<file path="src/rtl/gen2_frame_rx.sv">
// Gen2 tag-reply frame collector: gathers decoded FM0 bits into one frame of
// known length, checks the CRC-16 residue and offers the frame over valid/ready.
module gen2_frame_rx #(
  parameter int MAX_BITS = 128,
  parameter int TIMEOUT  = 512,
  localparam int LEN_W   = $clog2(MAX_BITS + 1)
) (
  input  logic                clk,
  input  logic                rst,
  input  logic                start,
  input  logic [LEN_W-1:0]    exp_len,
  input  logic                crc_en,
  input  logic                in_bit,
  input  logic                in_vld,
  output logic [MAX_BITS-1:0] out_dat,
  output logic [LEN_W-1:0]    out_len,
  output logic                crc_ok,
  output logic                out_vld,
  input  logic                out_rdy,
  output logic                err
);

  localparam int                IDLE_W    = $clog2(TIMEOUT + 1);
  localparam logic [LEN_W-1:0]  MAX_LEN   = LEN_W'(MAX_BITS);
  localparam logic [IDLE_W-1:0] IDLE_LAST = IDLE_W'(TIMEOUT - 1);
  localparam logic [15:0]       CRC_INIT  = 16'hFFFF;
  localparam logic [15:0]       CRC_POLY  = 16'h1021;
  localparam logic [15:0]       CRC_RESID = 16'h1D0F;

  typedef enum logic [1:0] {
    S_IDLE,
    S_COLLECT,
    S_DONE
  } state_t;

  state_t              r_state;
  state_t              w_state_nxt;

  logic [LEN_W-1:0]    r_len;
  logic                r_crc_en;
  logic [LEN_W-1:0]    r_cnt;
  logic [15:0]         r_crc;
  logic [MAX_BITS-1:0] r_shreg;
  logic [IDLE_W-1:0]   r_idle_cnt;

  logic [MAX_BITS-1:0] r_out_dat;
  logic [LEN_W-1:0]    r_out_len;
  logic                r_crc_ok;
  logic                r_out_vld;
  logic                r_err;

  logic                w_len_ok;
  logic [LEN_W-1:0]    w_cnt_nxt;
  logic [15:0]         w_crc_nxt;
  logic [MAX_BITS-1:0] w_shreg_nxt;
  logic                w_load;
  logic                w_shift;
  logic                w_tick;
  logic                w_finish;
  logic                w_release;
  logic                w_err;

  assign w_len_ok    = (exp_len != '0) && (exp_len <= MAX_LEN);
  assign w_cnt_nxt   = r_cnt + LEN_W'(1);
  assign w_crc_nxt   = {r_crc[14:0], 1'b0} ^ ((r_crc[15] ^ in_bit) ? CRC_POLY : 16'h0000);
  assign w_shreg_nxt = {r_shreg[MAX_BITS-2:0], in_bit};

  always_comb begin
    w_state_nxt = r_state;
    w_load      = 1'b0;
    w_shift     = 1'b0;
    w_tick      = 1'b0;
    w_finish    = 1'b0;
    w_release   = 1'b0;
    w_err       = 1'b0;
    case (r_state)
      S_IDLE: begin
        if (start) begin
          if (w_len_ok) begin
            w_load      = 1'b1;
            w_state_nxt = S_COLLECT;
          end else begin
            w_err = 1'b1;
          end
        end
      end
      S_COLLECT: begin
        // A new preamble wins over the bit and the stall timer in the same cycle.
        if (start) begin
          if (w_len_ok) begin
            w_load = 1'b1;
          end else begin
            w_err       = 1'b1;
            w_state_nxt = S_IDLE;
          end
        end else if (in_vld) begin
          w_shift = 1'b1;
          if (w_cnt_nxt == r_len) begin
            w_finish    = 1'b1;
            w_state_nxt = S_DONE;
          end
        end else if (r_idle_cnt == IDLE_LAST) begin
          w_err       = 1'b1;
          w_state_nxt = S_IDLE;
        end else begin
          w_tick = 1'b1;
        end
      end
      S_DONE: begin
        // A start while a frame is still held is reported but never disturbs it.
        w_err = start;
        if (r_out_vld && out_rdy) begin
          w_release   = 1'b1;
          w_state_nxt = S_IDLE;
        end
      end
      default: w_state_nxt = S_IDLE;
    endcase
  end

  always_ff @(posedge clk) begin
    if (rst) begin
      r_state    <= S_IDLE;
      r_len      <= '0;
      r_crc_en   <= 1'b0;
      r_cnt      <= '0;
      r_crc      <= '0;
      r_shreg    <= '0;
      r_idle_cnt <= '0;
      r_out_dat  <= '0;
      r_out_len  <= '0;
      r_crc_ok   <= 1'b0;
      r_out_vld  <= 1'b0;
      r_err      <= 1'b0;
    end else begin
      r_state <= w_state_nxt;
      r_err   <= w_err;
      if (w_load) begin
        r_len      <= exp_len;
        r_crc_en   <= crc_en;
        r_cnt      <= '0;
        r_crc      <= CRC_INIT;
        r_shreg    <= '0;
        r_idle_cnt <= '0;
      end
      if (w_shift) begin
        r_shreg    <= w_shreg_nxt;
        r_cnt      <= w_cnt_nxt;
        r_crc      <= w_crc_nxt;
        r_idle_cnt <= '0;
      end
      if (w_tick) begin
        r_idle_cnt <= r_idle_cnt + IDLE_W'(1);
      end
      // Publish from the next-state values so out_vld follows the last bit by one clock.
      if (w_finish) begin
        r_out_vld <= 1'b1;
        r_out_dat <= w_shreg_nxt;
        r_out_len <= r_len;
        r_crc_ok  <= r_crc_en ? (w_crc_nxt == CRC_RESID) : 1'b1;
      end
      if (w_release) begin
        r_out_vld <= 1'b0;
      end
    end
  end

  assign out_dat = r_out_dat;
  assign out_len = r_out_len;
  assign crc_ok  = r_crc_ok;
  assign out_vld = r_out_vld;
  assign err     = r_err;

endmodule

</file>
<file path="config.mk">
export PLATFORM = sky130hd
export DESIGN_NAME = gen2_frame_rx
export DESIGN_NICKNAME = d
export VERILOG_FILES = /design/src/rtl/gen2_frame_rx.sv
export SDC_FILE = /design/constraint.sdc
export NUM_CORES = 1
export LEC_CHECK = 0
export CAP_MARGIN = 25
export CORE_MARGIN = 2
export CORE_UTILIZATION = 50
export DETAILED_ROUTE_END_ITERATION = 10
export HOLD_SLACK_MARGIN = 0.05
export PLACE_DENSITY = 0.73
export SLEW_MARGIN = 20
export SYNTH_ARGS = -nofsm -noshare
export SYNTH_HDL_FRONTEND = slang
export SYNTH_SLANG_ARGS = --single-unit
export TNS_END_PERCENT = 1
</file>
<file path="constraint.sdc">
create_clock -name clk -period 5.2 [get_ports clk]
set_input_delay 1.04 -clock clk [delete_from_list [all_inputs] [get_ports clk]]
set_output_delay 1.04 -clock clk [all_outputs]
set_load 0.03 [all_outputs]
</file>
==> metrics.yaml <==
floorplanning:
  dieWidth_um: 161
  num_rows: 57
  design.core.area_mm2: 0.0242
  initial_core_util: 0.507
  dieArea_mm2: 0.0259
  pin_count: 154
  die_y_um: 161
logic_synthesis:
  seq_area_frac_synth: 0.506
  synth_adder_area_share: 0.00204
  synth-seq-cells: 311
  ys.flop_type: "dfxtp_1"
  postSynth.asyncResetShare: 0
  syn-num-nets: 1456
  yosys.area.top_type: "dfxtp_1"
  synth_area_mm2: 0.0123
  ys_warn_count: 0
  synthDistinctLibCells: 47
  avgSynthCellArea_um2: 8.55
  yosys-top-cells-count: "nand2_1, dfxtp_1, a21oi_1"
  synth-xor-area-share: 0.0128
  yosysMostFrequentCell: "nand2_1"
  synthTopCellsByArea: "dfxtp_1, nand2_1, mux2i_1, a21oi_1, nand3_1"
  synthMuxAreaShare: 0.111
  syn_inst: 1439
  synth_top_family_by_area: "simple AND/OR/NAND/NOR gates"
  synthSimpleGateAreaFrac: 0.232
  synth_top_area_share: 0.506
  synth_edf_count: 0
  synth_compound_area_frac: 0.0831
critical_path:
  worstPathRequired_ps: 5670
  worstPathCellList: "clkdlybuf4s50_1 -> nor3b_1 -> nand2_4 -> nor4b_4 -> buf_12 -> mux2i_1"
  endpoint_kind: "flip-flop"
  cp-start-kind: "input port"
  crit_slowest_cell: "buf_12"
  max_stage_delay_ps: 720
  critical_path.max_fanout: 139
  crit_family: "simple AND/OR/NAND/NOR gates"
  crit_buf_inv: 2
  critPathKind: "input port to flip-flop"
  arrival_ps: 4010
placement:
  pre_cts_slack_ps: 1190
  numPortBuffers: 153
  dp_hpwl_um: 14900
  place_congestion: 0.767
status:
  status: "completed"
drt:
  wl_um: 26500
  wl_met3_um: 1490
  wire_per_inst_um: 14.2
  drt_iter0_drc: 741
  wl_met1_um: 12800
  via_count: 9999
  routed-wl-met2_um: 11900
  highest_layer: "met4"
  via_per_inst: 5.36
  first_pass_iters: 5
  drc: 0
  antenna_left: 0
clock_network:
  cts_buffers: 31
  cts_setup_buffers: 0
  clk_latency_ps: 550
  htreeDepth: 1
  root_buffer: "clkbuf_16"
  post_cts_resized: 0
  cts_buffer_depth: 3
  clkTransAtPathRegs_ps: 60
  cts_hold_buf: 0
  cts_sinks: 311
  cts_tree: "yes"
cells_and_area:
  fin_util: 0.611
  areaGrowthSynthToFinish_pct: 20.5
  nNetsFinal: 1534
  insertedDiodeCount: 0
  drive_above_1_share: 0.0448
sta:
  whs_ps: 453
  finalSetupViolCount: 0
  fin_crit_sh: 0.681
  fin_setup_tns_ps: 0
  skew_ps: 12.0
  worst_slew_pin_slew_ps: 1030
  finalWorstSetupSlack_ps: 1660
  max_freq_mhz: 282
  slew_viol_final: 0
  max_slew_margin: 0.313
  hold_viol: 0
  period_needed_ps: 3540
  grt_setup_unrepaired: "no"
grt:
  grt_usage: 0.197
  grt_pass1_wl_um: 44100
  globalRouteOverflowTotal: 0
  antenna_found_initial: 0
  grt_pass1_vias: 9167
  grt_max_degree: 194
power_and_ir_drop:
  power.density_mw_per_mm2: 326
  p_leak_nw: 4.62
  peakVddDrop_v: 0.000211
flow_run:
  maxCapViolations: 0
worst_hold_path:
  hp-class: "flip-flop to flip-flop"
-- power breakdown --
group / internal [mW] / leakage [nW] / switching, mW
Clock: 1.34 / 0.519 / 0.909
Sequential: 2.40 / 2.51 / 0.0124
Combinational: 0.0432 / 1.59 / 0.121
-- layout by cell type, fill, tap and decap left out, types with 6 or more instances in the layout --
master / Yosys / layout
a21oi_1: 147 / 147
a311oi_1: 9 / 9
and3_1: 6 / 6
clkbuf_1: 90 / 6
clkbuf_16: 0 / 31
clkbuf_8: 0 / 7
clkdlybuf4s50_1: 0 / 152
dfxtp_1: 311 / 311
mux2i_1: 136 / 136
nand2_1: 433 / 432
nand3_1: 139 / 138
nand4_1: 7 / 7
nor2_1: 31 / 31
nor3_1: 33 / 33
o21ai_0: 6 / 6
xnor2_1: 14 / 14
-- worst reg2reg max path, stage by stage (launching register included) --
cell and delay [ps]:
dfxtp_1 490, ha_1 330, nand3_1 170, xnor2_1 200, nand4_1 290, nor4b_4 360, buf_12 720, mux2i_1 480
-- state kept, by name, indices dropped and copies added (netlist names) --
register    cells
crc_ok          1
err             1
out_dat       128
out_len         8
out_vld         1
r_cnt           8
r_crc          16
r_crc_en        1
r_idle_cnt     10
r_len           8
r_shreg       127
r_state         2
-- cell type report --
class	count	area, um^2
tap	324	405
fill	2079	9440
timing repair buffer	163	1690
clock buffer	44	895
multi-input combinational	1009	5440
clock inverter	12	150
inverter	1	11.3
sequential	311	6230
-- cell families (layout without fill, tap and decap cells) --
family / after synthesis / count (layout)
adder cells (fa/ha/maj): 2 / 2
XOR/XNOR: 18 / 18
AO/OA/AOI/OAI: 184 / 184
flip-flops: 311 / 311
multiplexers: 136 / 136
buffers and inverters: 119 / 220
AND/OR/NAND/NOR: 669 / 669
-- stage by stage --
step	power, mW	std cells	cell area (um^2)
2_1_floorplan	2.58	1439	12300
3_3_place_gp	2.62	1806	13700
3_5_place_dp	2.62	1806	13700
4_1_cts	4.88	1862	14800
5_1_grt	5.00	1864	14800
6_report	4.83	1864	14800
-- final timing paths --
kind	startpoint	endpoint	slack (ps)	cells after the start
max	start	out_dat[14]$_SDFFE_PP0P_	1660	6
min	out_dat[28]$_SDFFE_PP0P_	out_dat[28]$_SDFFE_PP0P_	450	2
max reg2reg	r_cnt[0]$_SDFFE_PP0P_	out_dat[14]$_SDFFE_PP0P_	2090	7
min reg2reg	out_dat[28]$_SDFFE_PP0P_	out_dat[28]$_SDFFE_PP0P_	450	2
-- metal layers --
layer | global-route usage | up-vias
met5 | 0 | -
met4 | 0.0446 | 0
met3 | 0.0318 | 33
met2 | 0.311 | 248
met1 | 0.286 | 4710
li1 | - | 5008
Note: power is estimated with default switching activity, not from simulation.
